**src/rtl/rr_arb2.sv**
```systemverilog
// Two-request round-robin arbiter.
// Grant is combinational from req; the last-winner flop flips the
// preference only when the controller accepts a request (adv).
module rr_arb2 (
  input  logic       clk,
  input  logic       clr_n,
  input  logic [1:0] req,
  input  logic       adv,
  output logic [1:0] gnt
);

  // last_q = index of the most recent winner; reset value 1 makes
  // requester 0 the preferred one after reset.
  logic last_q, last_d;

  // One-hot grant: single requester always wins, contention goes to the
  // requester that did not win last time.
  always_comb begin
    case (req)
      2'b01:   gnt = 2'b01;
      2'b10:   gnt = 2'b10;
      2'b11:   gnt = last_q ? 2'b01 : 2'b10;
      default: gnt = 2'b00;
    endcase
  end

  // Remember the winner only when the grant is actually taken.
  always_comb begin
    last_d = last_q;
    if (adv && (gnt != 2'b00)) last_d = gnt[1];
  end

  // Last-winner register.
  always_ff @(posedge clk or negedge clr_n) begin
    if (!clr_n) last_q <= 1'b1;
    else        last_q <= last_d;
  end

endmodule

```
**src/rtl/ls283_serial_add_ctl.sv**
```systemverilog
// Nibble-serial add/subtract controller sharing one external 4-bit
// ripple adder (sn74ls283) between two requesters. One nibble is
// processed per clock; the inter-nibble carry lives in the add_c0
// register, so nothing ripples combinationally across nibbles.
module ls283_serial_add_ctl #(
  parameter  int NIBBLES = 4,
  parameter  int tCQ     = 1,
  localparam int W       = 4 * NIBBLES
) (
  input  logic         clk,
  input  logic         clr_n,
  input  logic [1:0]   req,
  input  logic [W-1:0] a0,
  input  logic [W-1:0] b0,
  input  logic         sub0,
  input  logic [W-1:0] a1,
  input  logic [W-1:0] b1,
  input  logic         sub1,
  output logic [1:0]   gnt,
  output logic         done,
  output logic         done_id,
  output logic [W-1:0] result,
  output logic         cout,
  output logic         ovf,
  output logic [3:0]   add_a,
  output logic [3:0]   add_b,
  output logic         add_c0,
  input  logic [3:0]   add_sum,
  input  logic         add_c4
);

  // Operand width is limited by the 3-bit nibble counter. tCQ describes
  // the board-level clock-to-output delay; the RTL itself adds none.
  localparam bit NIB_OK = (NIBBLES >= 1) && (NIBBLES <= 8);

  if (!NIB_OK || (tCQ < 0)) begin : g_param_chk
    $error("ls283_serial_add_ctl: NIBBLES must be 1..8 and tCQ non-negative");
  end

  localparam logic [2:0] LAST = 3'(NIBBLES - 1);

  typedef enum logic [1:0] {
    S_IDLE = 2'd0,
    S_RUN  = 2'd1,
    S_DONE = 2'd2
  } state_t;

  state_t         state_q, state_d;
  logic [1:0]     gnt_q, gnt_d;
  logic           done_q, done_d;
  logic           done_id_q, done_id_d;
  logic [W-1:0]   result_q, result_d;
  logic           cout_q, cout_d;
  logic           ovf_q, ovf_d;
  logic [3:0]     add_a_q, add_a_d;
  logic [3:0]     add_b_q, add_b_d;
  logic           add_c0_q, add_c0_d;
  logic [W-1:0]   opa_q, opa_d;
  logic [W-1:0]   opb_q, opb_d;   // already conditionally inverted (B')
  logic           owner_q, owner_d;
  logic [2:0]     cnt_q, cnt_d;
  logic [W-1:0]   acc_q, acc_d;   // partial sum, kept off result until done

  logic [1:0]     arb_gnt;
  logic           arb_adv;
  logic           sel;
  logic           sub_sel;
  logic [W-1:0]   a_sel;
  logic [W-1:0]   b_sel;
  logic [W-1:0]   acc_nxt;
  logic [2:0]     cnt_inc;

  // Extract nibble idx of v.
  function automatic logic [3:0] nib_sel(input logic [W-1:0] v, input logic [2:0] idx);
    logic [W-1:0] t;
    t = v >> {idx, 2'b00};
    return t[3:0];
  endfunction

  // Replace nibble idx of v with n.
  function automatic logic [W-1:0] nib_ins(input logic [W-1:0] v, input logic [2:0] idx,
                                           input logic [3:0] n);
    logic [W-1:0] m;
    logic [W-1:0] d;
    m = W'(4'hF) << {idx, 2'b00};
    d = W'(n)    << {idx, 2'b00};
    return (v & ~m) | d;
  endfunction

  rr_arb2 u_arb (
    .clk   (clk),
    .clr_n (clr_n),
    .req   (req),
    .adv   (arb_adv),
    .gnt   (arb_gnt)
  );

  // Requests are only taken in IDLE; the arbiter pointer moves with them.
  assign arb_adv = (state_q == S_IDLE);

  // Winner operand mux; subtraction is A + ~B + 1 with the +1 on add_c0.
  assign sel     = arb_gnt[1];
  assign sub_sel = sel ? sub1 : sub0;
  assign a_sel   = sel ? a1 : a0;
  assign b_sel   = (sel ? b1 : b0) ^ {W{sub_sel}};
  assign acc_nxt = nib_ins(acc_q, cnt_q, add_sum);
  assign cnt_inc = cnt_q + 3'd1;

  // State register.
  always_ff @(posedge clk or negedge clr_n) begin
    if (!clr_n) state_q <= S_IDLE;
    else        state_q <= state_d;
  end

  // Next-state logic: IDLE -> RUN on any request, RUN for NIBBLES
  // samples, one DONE cycle during which requests are ignored.
  always_comb begin
    state_d = state_q;
    case (state_q)
      S_IDLE:  if (req != 2'b00) state_d = S_RUN;
      S_RUN:   if (cnt_q == LAST) state_d = S_DONE;
      S_DONE:  state_d = S_IDLE;
      default: state_d = S_IDLE;
    endcase
  end

  // Output / datapath next values. Adder-side outputs default to 0 so
  // they are quiet in IDLE and DONE.
  always_comb begin
    gnt_d     = 2'b00;
    done_d    = 1'b0;
    done_id_d = done_id_q;
    result_d  = result_q;
    cout_d    = cout_q;
    ovf_d     = ovf_q;
    add_a_d   = 4'h0;
    add_b_d   = 4'h0;
    add_c0_d  = 1'b0;
    opa_d     = opa_q;
    opb_d     = opb_q;
    owner_d   = owner_q;
    cnt_d     = cnt_q;
    acc_d     = acc_q;
    case (state_q)
      S_IDLE: begin
        if (req != 2'b00) begin
          gnt_d    = arb_gnt;
          owner_d  = sel;
          opa_d    = a_sel;
          opb_d    = b_sel;
          add_a_d  = a_sel[3:0];
          add_b_d  = b_sel[3:0];
          add_c0_d = sub_sel;
          cnt_d    = 3'd0;
          acc_d    = '0;
        end
      end
      S_RUN: begin
        acc_d = acc_nxt;
        if (cnt_q != LAST) begin
          cnt_d    = cnt_inc;
          add_a_d  = nib_sel(opa_q, cnt_inc);
          add_b_d  = nib_sel(opb_q, cnt_inc);
          add_c0_d = add_c4;
        end else begin
          result_d  = acc_nxt;
          cout_d    = add_c4;
          // Same-sign operands producing an opposite-sign sum.
          ovf_d     = (opa_q[W-1] == opb_q[W-1]) && (add_sum[3] != opa_q[W-1]);
          done_d    = 1'b1;
          done_id_d = owner_q;
        end
      end
      default: ;
    endcase
  end

  // Registered outputs and operation context; reset discards any
  // operation in flight.
  always_ff @(posedge clk or negedge clr_n) begin
    if (!clr_n) begin
      gnt_q     <= 2'b00;
      done_q    <= 1'b0;
      done_id_q <= 1'b0;
      result_q  <= '0;
      cout_q    <= 1'b0;
      ovf_q     <= 1'b0;
      add_a_q   <= 4'h0;
      add_b_q   <= 4'h0;
      add_c0_q  <= 1'b0;
      opa_q     <= '0;
      opb_q     <= '0;
      owner_q   <= 1'b0;
      cnt_q     <= 3'd0;
      acc_q     <= '0;
    end else begin
      gnt_q     <= gnt_d;
      done_q    <= done_d;
      done_id_q <= done_id_d;
      result_q  <= result_d;
      cout_q    <= cout_d;
      ovf_q     <= ovf_d;
      add_a_q   <= add_a_d;
      add_b_q   <= add_b_d;
      add_c0_q  <= add_c0_d;
      opa_q     <= opa_d;
      opb_q     <= opb_d;
      owner_q   <= owner_d;
      cnt_q     <= cnt_d;
      acc_q     <= acc_d;
    end
  end

  assign gnt     = gnt_q;
  assign done    = done_q;
  assign done_id = done_id_q;
  assign result  = result_q;
  assign cout    = cout_q;
  assign ovf     = ovf_q;
  assign add_a   = add_a_q;
  assign add_b   = add_b_q;
  assign add_c0  = add_c0_q;

endmodule

```
**config.mk**
```make
export PLATFORM = sky130hd
export DESIGN_NAME = ls283_serial_add_ctl
export DESIGN_NICKNAME = d
export VERILOG_FILES = /design/src/rtl/rr_arb2.sv /design/src/rtl/ls283_serial_add_ctl.sv
export SDC_FILE = /design/constraint.sdc
export NUM_CORES = 1
export LEC_CHECK = 0
export BUFFER_PORTS_ARGS = -buffer_cell sky130_fd_sc_hd__buf_4
export CORE_MARGIN = 2
export CORE_UTILIZATION = 48
export DETAILED_ROUTE_END_ITERATION = 8
export PLACE_DENSITY = 0.85
export RECOVER_POWER = 50
export REMOVE_ABC_BUFFERS = 1
export SYNTH_ARGS = -nofsm -noshare
export SYNTH_HDL_FRONTEND = slang
export SYNTH_SLANG_ARGS = --single-unit
```
**constraint.sdc**
```tcl
create_clock -name clk -period 1.9 [get_ports clk]
set_input_delay 0.38 -clock clk [delete_from_list [all_inputs] [get_ports clk]]
set_output_delay 0.38 -clock clk [all_outputs]
set_load 0.005 [all_outputs]
```
==> impl_metrics.py, run 1 <==
metrics = {
    "status": {
        "status": "completed",
    },
    "power_and_ir_drop": {
        "p_sw_share_pct": 34.24,
        "p_seq_share_pct": 37.6,
        "cellLeakagePower_nw": 2.459,
        "pwr_density_cell_nw_per_um2": 1524,
        "ir_worst_vdd_mv": 0.6614,
        "clkPwrFrac_pct": 19.1,
        "p_comb_share_pct": 43.3,
        "fin_total_pwr_mw": 8.107,
        "internal_power_mw": 5.331,
        "switching_power_mw": 2.776,
    },
    "clock_network": {
        "cts.path.max_buffers": 2,
        "path_clk_slew_ns": 0.09,
        "post_cts_buffers": 0,
        "cts_root_buf": "clkbuf_8",
        "cts_max_level": 3,
        "clk_latency_ns": 0.36,
        "clock-sinks": 82,
        "cts-buffers-inserted": 9,
        "tritoncts": "done",
    },
    "logic_synthesis": {
        "async_flop_share_pct": 100.0,
        "synth_area_leaders": "dfrtp_1 (49%), mux2_2 (6.5%), mux2i_1 (6.0%)",
        "synth_seq_area_share_pct": 49.46,
        "ys_types": 41,
        "syn_inst": 340,
        "synth_top_flop_cell": "dfrtp_1",
        "yosysWarnings": 0,
        "synth_top_area_share_pct": 48.82,
        "synth_top_cell_by_area": "dfrtp_1",
        "syn_area_um2": 4151,
        "synth_edf_count": 0,
        "ys_seq_elements": 82,
        "synth_area_per_cell_um2": 12.21,
    },
    "sta": {
        "hold_slack_ns": 0.2515,
        "setup_violations": 0,
        "fin_crit_ns": 1.719,
        "setup_ws_ns": 0.1809,
        "finalMaxSlewViolations": 0,
        "max_slew_margin_pct": 59.98,
        "finalHoldViolCount": 0,
        "finalCritPeriodShare_pct": 90.48,
        "tightestPinTransition_ns": 0.6003,
        "fin_setup_tns_ns": 0,
        "fmax_mhz": 581.7,
        "rsz0062_at_grt": "false",
        "fin_worst_skew_ns": 0.01270,
    },
    "critical_path": {
        "crit_arrival_ns": 1.96,
        "cp_num_cells": 5,
        "required_ns": 2.14,
        "r2r_slack_ns": 0.18,
        "path_buf_inv": 1,
        "rr_worst_depth": 5,
        "cp_max_fo": 29,
        "worstSetupEndpointType": "flop",
        "critPathMaxStageDelay_ns": 0.48,
        "crit_family": "flip-flops",
        "critPathKind": "reg -> reg",
        "cpMostUsedCell": "ha_1",
        "slowest_stage": "dfrtp_2",
        "start_kind": "flop",
        "path_cells": "ha_1 > ha_1 > nand3b_1 > buf_12 > mux2_1",
    },
    "floorplan": {
        "pin_count": 106,
        "core_area_um2": 8299,
        "dieArea_um2": 9409,
        "die_h_um": 97,
        "core.rowCount": 33,
        "die_w_um": 97,
        "initial_core_util_pct": 50.02,
    },
    "drt": {
        "viasPerCell": 5.388,
        "ant_nets": 0,
        "detail_route.wl_per_cell_um": 16.69,
        "finalWirelength_um": 9282,
        "num_vias": 2996,
        "drc": 0,
        "drt-initial-drc-count": 127,
        "drt_pass1_iterations": 4,
    },
    "global_route": {
        "grt_pass1_vias": 3230,
        "grt_use_total_pct": 20.64,
        "antenna_found_initial": 0,
        "grt_pass1_wl_um": 15520,
        "gr-total-overflow": 0,
        "grt_max_degree": 40,
    },
    "finish": {
        "n_antenna_cell": 0,
        "fin_util_pct": 64.10,
        "layout-drive-gt1-share_pct": 38.58,
        "fin_cells": 556,
        "final_cell_area_um2": 5320,
        "finalNetCount": 526,
        "fillers": 625,
        "area_growth_pct": 28.15,
    },
    "hold_path": {
        "holdPathStages": 3,
        "hold_class": "in -> reg",
    },
    "placement": {
        "place_inst": 539,
        "place_congestion": 0.8379,
        "dpl.hpwl_um": 6842,
        "placed_area_um2": 5080,
        "place_ws_ns": 0.04118,
        "port_buffers": 105,
    },
    "job": {
        "cap_viol_max_count": 0,
    },
}
-- layer usage --
layer / share of wire, % / wire length (um) / up-vias / GRT usage, %
met3: 6.4 / 597 / 7 / 5.853
met2: 52 / 4825 / 117 / 35.31
met1: 41 / 3783 / 1454 / 25.11
met4: 0.82 / 76 / 0 / 7.042
li1: - / - / 1418 / -
met5: 0 / 0 / - / 0
-- logic make-up after synthesis --
kind of cell,Yosys count,synth area share (%)
flip-flops,82,49.46
buffers and inverters,34,4.521
AND/OR/NAND/NOR,50,6.299
adder cells (fa/ha/maj),5,1.507
multiplexers,70,20.40
XOR/XNOR,32,6.751
AO/OA/AOI/OAI,67,11.06
-- worst min-delay path: stages --
cell and delay [ns]:
buf_4 0.10, nand2_1 0.04, o21ai_1 0.06
-- sequential cells by signal, indices dropped and copies added, names as in the netlist, 2 cells and up --
| name | flops |
|---|---|
| acc_q | 12 |
| gnt | 2 |
| cnt_q | 3 |
| result | 16 |
| add_a | 4 |
| state_q | 2 |
| opb_q | 16 |
| add_b | 4 |
| opa_q | 16 |
-- final timing paths --
path	end	startpoint
min in group asynchronous	cnt_q[1]	clr_n
hold reg to reg	result[3]	result[3]
hold / removal	add_c0	add_c4
setup / recovery	done_id	cnt_q[0]
max in group asynchronous	result[15]	clr_n
setup reg to reg	done_id	cnt_q[0]
-- power groups by stage --
| stage | Sequential (mW) | Combinational [mW] | Clock (mW) |
|---|---|---|---|
| finish | 3.05 | 3.51 | 1.55 |
| global route | 3.15 | 3.84 | 1.65 |
| CTS | 3.05 | 3.55 | 1.58 |
| detailed placement | 3.07 | 3.53 | 0 |
| global placement | 3.03 | 3.37 | 0 |
| floorplan | 2.99 | 2.14 | 0 |
-- cells in the final DEF (no fill, tap or decap), types with 9 or more instances in the layout --
| cell type | synthesis | final |
|---|---|---|
| o2bb2ai_1 | 12 | 12 |
| a22oi_1 | 11 | 11 |
| mux2_1 | 13 | 13 |
| mux2i_1 | 25 | 25 |
| xnor2_1 | 24 | 24 |
| mux2_2 | 24 | 24 |
| clkbuf_8 | 0 | 10 |
| dfrtp_1 | 81 | 80 |
| nand2_1 | 16 | 16 |
| a21oi_1 | 10 | 10 |
| clkbuf_4 | 0 | 14 |
| o21ai_1 | 23 | 23 |
| buf_4 | 2 | 98 |
| nand3_1 | 9 | 9 |
-- layout make-up --
class	count	area [um2]	area share, %
clock inverters	6	112.6	2.117
multi-input cells	224	1922	36.12
inverters	10	37.54	0.7056
well taps	105	131.4	2.469
clock buffers	10	137.6	2.587
repair buffers	119	924.6	17.38
flip-flops and latches	82	2054	38.62
-- cells in the mapped netlist, drive strengths merged (3+ instances only) --
library cell,n
a21o,3
a21oi,10
a22o,4
a22oi,11
buf,20
clkbuf,4
dfrtp,81
ha,5
inv,10
mux2,37
mux2i,25
mux4,8
nand2,16
nand2b,4
nand3,9
nor2,6
nor2b,6
o21ai,23
o2bb2ai,12
xnor2,24
xor2,8
-- what timing repair did --
item	CTS	global route
hold endpoints to repair	22	0
setup endpoints to repair	0	9
hold buffers	1	0
resized for setup	0	2
Note: power is estimated with default switching activity, not from simulation.
==> inputs of run 2 (changes only) <==
--- a/config.mk
+++ b/config.mk
@@ -8,9 +8,10 @@
 export BUFFER_PORTS_ARGS = -buffer_cell sky130_fd_sc_hd__buf_4
 export CORE_MARGIN = 2
 export CORE_UTILIZATION = 48
+export CTS_CLUSTER_SIZE = 25
 export DETAILED_ROUTE_END_ITERATION = 8
+export HOLD_SLACK_MARGIN = 0.02
 export PLACE_DENSITY = 0.85
-export RECOVER_POWER = 50
 export REMOVE_ABC_BUFFERS = 1
 export SYNTH_ARGS = -nofsm -noshare
 export SYNTH_HDL_FRONTEND = slang
==> run 2 against run 1 <==
Core utilization rose by 0.29 points. Via count about the same. Hold slack better by 0.0012 ns. Critical path depth stayed put. Design area up 0.45%. Clock skew up 0.00067 ns. Cell count unchanged. Non-clock buffer count unchanged.
==> impl_metrics.py, run 2 (synthesized netlist as in run 1, its figures left out) <==
metrics = {
    "status": {
        "status": "completed",
    },
    "power_and_ir_drop": {
        "cellLeakagePower_nw": 2.475,
        "ir_worst_vdd_mv": 0.6598,
        "pwr_density_cell_nw_per_um2": 1523,
    },
    "sta": {
        "fin_crit_ns": 1.721,
        "finalMaxSlewViolations": 0,
        "fin_worst_skew_ns": 0.01337,
        "rsz0062_at_grt": "false",
        "setup_ws_ns": 0.1788,
        "finalHoldViolCount": 0,
        "hold_slack_ns": 0.2527,
        "max_slew_margin_pct": 63.06,
        "finalCritPeriodShare_pct": 90.59,
        "tightestPinTransition_ns": 0.5537,
        "setup_violations": 0,
        "fmax_mhz": 581.0,
    },
    "floorplan": {
        "die_h_um": 97,
        "core.rowCount": 33,
        "core_area_um2": 8299,
        "die_w_um": 97,
        "pin_count": 106,
        "dieArea_um2": 9409,
        "initial_core_util_pct": 50.02,
    },
    "clock_network": {
        "cts.path.max_buffers": 2,
        "cts_max_level": 3,
        "clock-sinks": 82,
        "cts_root_buf": "clkbuf_8",
        "tritoncts": "done",
        "path_clk_slew_ns": 0.09,
        "clk_latency_ns": 0.36,
        "cts-buffers-inserted": 9,
    },
    "placement": {
        "placed_area_um2": 5080,
        "dpl.hpwl_um": 6842,
        "place_ws_ns": 0.04118,
        "port_buffers": 105,
        "place_congestion": 0.8379,
    },
    "global_route": {
        "antenna_found_initial": 0,
        "grt.met2_usage_pct": 35.31,
        "grt_use_total_pct": 20.64,
        "grt_max_degree": 40,
        "top_usage_layer": "met2",
        "grt_pass1_vias": 3230,
        "met1_usage_pct": 25.11,
        "gr-total-overflow": 0,
        "grt_pass1_wl_um": 15520,
        "met3_usage_pct": 5.853,
    },
    "finish": {
        "fillers": 621,
        "final_cell_area_um2": 5344,
        "n_antenna_cell": 0,
        "seq_area_um2": 2054,
        "area_growth_pct": 28.72,
        "finalNetCount": 526,
        "mostFrequentLayoutCells": "buf_4 (114), dfrtp_1 (80), mux2i_1 (25)",
        "layout-drive-gt1-share_pct": 39.02,
        "final_common_cell": "buf_4",
        "multiInputGateArea_um2": 1924,
    },
    "drt": {
        "drc": 0,
        "drt_pass1_iterations": 4,
        "detail_route.wl_per_cell_um": 16.73,
        "finalWirelength_um": 9304,
        "ant_nets": 0,
        "num_vias": 2997,
        "viasPerCell": 5.390,
        "drt-initial-drc-count": 124,
    },
    "critical_path": {
        "path_cells": "ha_1 > ha_1 > nand3b_1 > buf_12 > mux2_1",
        "critPathKind": "reg -> reg",
        "worstSetupEndpointType": "flop",
        "cp_max_fo": 29,
        "required_ns": 2.14,
        "start_kind": "flop",
        "cpMostUsedCell": "ha_1",
        "crit_arrival_ns": 1.96,
        "slowest_stage": "dfrtp_2",
        "critPathMaxStageDelay_ns": 0.48,
    },
    "hold_path": {
        "hold_class": "in -> reg",
    },
    "job": {
        "cap_viol_max_count": 0,
    },
}
==> run 2: cell types whose count changed in the layout (fill, tap and decap cells not counted), sizes merged <==
| cell | delta |
|---|---|
| clkbuf | -17 |
| buf | +17 |
==> run 2: cell type report <==
cell class | count | area share, %
clock buffer | 10 | 2.576
multi-input combinational | 224 | 36.01
tap | 105 | 2.458
sequential | 82 | 38.45
inverter | 10 | 0.7024
clock inverter | 6 | 2.107
timing repair buffer | 119 | 17.70
==> run 2: per-stage QoR <==
| stage | setup TNS (ns) | cells | total power, mW | util (%) |
|---|---|---|---|---|
| floorplan | -21.33 | 316 | 5.126 | - |
| global placement | 0 | 539 | 6.394 | 61.21 |
| detailed placement | 0 | 539 | 6.607 | 61.21 |
| CTS | 0 | 556 | 8.177 | 64.34 |
| global route | 0 | 556 | 8.659 | 64.39 |
| finish | 0 | 556 | 8.139 | 64.39 |
==> run 2: where the power goes <==
| part | total, mW | internal [mW] | switching, mW |
|---|---|---|---|
| combinational | 3.53 | 1.89 | 1.64 |
| sequential | 3.06 | 2.55 | 0.507 |
| clock | 1.55 | 0.913 | 0.637 |
| total | 8.14 | 5.35 | 2.78 |
==> run 2: repair_timing <==
action                     4_1_cts  5_1_grt
hold buffers                     1        0
setup endpoints to repair        0        9
buffers inserted                 0        0
hold endpoints to repair        22        0
gates resized for setup          0        2
==> run 2: worst max-delay path, delay by kind of cell, from the launching register on <==
kind                     cells  cell delay [ns]
AND/OR/NAND/NOR              1             0.17
multiplexers                 1             0.33
adder cells (fa/ha/maj)      2             0.43
flip-flops                   1             0.48
buffers and inverters        1             0.19
==> run 2: worst paths after layout <==
check                      startpoint        end  slack, ns  cells past startpoint
hold / removal                 add_c4     add_c0       0.25                      3
hold reg to reg             result[3]  result[3]       0.49                      2
min in group asynchronous       clr_n   cnt_q[1]       0.46                      2
setup / recovery             cnt_q[0]    done_id       0.18                      5
setup reg to reg             cnt_q[0]    done_id       0.18                      5
max in group asynchronous       clr_n   opa_q[6]       0.87                      3
==> run 2: metal layers <==
metal  part of all wire (%)  vias up  wire length (um)
li1                       -     1417                 -
met1                     41     1468              3813
met4                   0.77        0                72
met5                      0        -                 0
met3                    6.2        6               580
met2                     52      106              4836
==> inputs of run 3 (changes only) <==
--- a/config.mk
+++ b/config.mk
@@ -10,6 +10,7 @@
 export CORE_UTILIZATION = 48
 export CTS_CLUSTER_SIZE = 25
 export DETAILED_ROUTE_END_ITERATION = 8
+export GPL_TIMING_DRIVEN = 0
 export HOLD_SLACK_MARGIN = 0.02
 export PLACE_DENSITY = 0.85
 export REMOVE_ABC_BUFFERS = 1
==> run 3 against run 2 <==
Clock-buffer cell count increased by 1. First-iteration DRC count is 11% higher. Clock skew increased by 0.00058 ns. Critical endpoint is now opa_q[15]. Worst setup slack got worse by 0.084 ns. Critical path depth fell by 2.
==> impl_metrics.py, run 3 (synthesized netlist as in run 1, its figures left out) <==
metrics = {
    "drt": {
        "num_vias": 3107,
        "finalWirelength_um": 9584,
        "drc": 0,
        "ant_nets": 0,
        "viasPerCell": 5.548,
        "drt-initial-drc-count": 138,
        "detail_route.wl_per_cell_um": 17.11,
        "drt_pass1_iterations": 4,
    },
    "floorplan": {
        "pin_count": 106,
        "die_w_um": 97,
        "core.rowCount": 33,
        "dieArea_um2": 9409,
        "core_area_um2": 8299,
        "die_h_um": 97,
        "initial_core_util_pct": 50.02,
    },
    "clock_network": {
        "cts.path.max_buffers": 2,
        "postCtsHoldBufs": 0,
        "clk_latency_ns": 0.35,
        "path_clk_slew_ns": 0.08,
        "tritoncts": "done",
        "clock-sinks": 82,
        "cts_max_level": 3,
        "cts_root_buf": "clkbuf_8",
        "cts-buffers-inserted": 9,
    },
    "placement": {
        "dpl.hpwl_um": 6457,
        "placed_area_um2": 4960,
        "port_buffers": 105,
        "place_congestion": 0.8258,
    },
    "sta": {
        "setup_violations": 0,
        "max_slew_margin_pct": 32.39,
        "finalCritPeriodShare_pct": 95.00,
        "fin_crit_ns": 1.805,
        "finalHoldViolCount": 0,
        "fin_worst_skew_ns": 0.01395,
        "hold_slack_ns": 0.1890,
        "fmax_mhz": 554.0,
        "tightestPinTransition_ns": 1.014,
        "rsz0062_at_grt": "false",
        "finalMaxSlewViolations": 0,
    },
    "critical_path": {
        "crit_arrival_ns": 2.04,
        "cp_max_fo": 13,
        "r2r_slack_ns": 0.1,
        "critPathKind": "reg -> reg",
        "r2r-end": "opa_q[15]",
        "rr_worst_depth": 3,
        "worstSetupEndpointType": "flop",
        "required_ns": 2.14,
        "r2r_start": "state_q[0]",
        "start_kind": "flop",
    },
    "job": {
        "cap_viol_max_count": 0,
    },
    "finish": {
        "mostFrequentLayoutCells": "buf_4 (118), dfrtp_1 (79), mux2i_1 (25)",
        "area_growth_pct": 28.84,
        "finalNetCount": 530,
        "n_antenna_cell": 0,
        "layout-drive-gt1-share_pct": 39.34,
        "final_cell_area_um2": 5349,
        "final_common_cell": "buf_4",
        "fin_util_pct": 64.45,
    },
    "global_route": {
        "gr-total-overflow": 0,
        "grt_pass1_wl_um": 15870,
        "grt_use_total_pct": 21.08,
        "grt_max_degree": 83,
        "grt_pass1_vias": 3245,
        "antenna_found_initial": 0,
    },
    "power_and_ir_drop": {
        "pwr_density_cell_nw_per_um2": 1510,
        "fin_total_pwr_mw": 8.077,
        "ir_worst_vdd_mv": 0.6870,
        "cellLeakagePower_nw": 2.464,
    },
    "status": {
        "status": "completed",
    },
    "hold_path": {
        "hold_class": "in -> async",
    },
}
-- run 3: area by class of cell --
cell class                      instances  area (um2)
Timing Repair Buffer                  121       953.4
Multi-Input combinational cell        226        1957
Clock buffer                           11       131.4
Tap cell                              105       131.4
Sequential cell                        82        2058
Inverter                               10       37.54
Fill cell                             625        2950
Clock inverter                          5       80.08
-- run 3: worst max-delay path by stage --
stage                 start        end  slack [ns]  depth (start not counted)
4_1_cts        u_arb.last_q   opa_q[4]       0.006                          3
3_3_place_gp       cnt_q[0]   cnt_q[0]       -1.31                          5
5_1_grt          state_q[0]  opa_q[15]       0.008                          3
3_5_place_dp       cnt_q[0]       cout       -1.24                          4
6_report         state_q[0]  opa_q[15]         0.1                          3
2_1_floorplan      cnt_q[0]       cout       -0.56                          4
-- run 3: critical path, cell delays in order, from the launching register on --
cell,delay (ns)
dfrtp_1,0.49
nor2_2,0.35
nand2_1,0.40
a221o_1,0.45
-- run 3: what timing repair did --
action                                  4_1_cts  5_1_grt
hold endpoints to repair                      0        0
buffers inserted                              8        7
resized for setup                             5        1
gates cloned                                  2        0
pin swaps                                     3        2
endpoints found under the setup margin       68       32
-- run 3: where the power goes --
part / switching, mW / leakage [nW] / total [mW] / internal [mW]
Clock: 0.616 / 0.0995 / 1.36 / 0.739
Sequential: 0.507 / 1.02 / 3.06 / 2.56
Combinational: 1.71 / 1.35 / 3.66 / 1.95
-- run 3: per-layer routing --
metal  share of wire [%]  track usage (%)  vias up
met1                  40            26.11     1539
met4                 1.4            7.909        0
met3                 7.6            5.419       14
met2                  51            35.58      118
li1                    -                -     1436
met5                   0                0        -
-- run 3: stage by stage --
stage | instances | worst slack (ns) | setup TNS [ns]
after floorplan | 316 | -0.5605 | -21.33
after global placement | 526 | -1.314 | -59.87
after detailed placement | 527 | -1.236 | -40.37
after CTS | 553 | 0.006204 | 0
after global routing | 560 | 0.008177 | 0
final | 560 | 0.09504 | 0
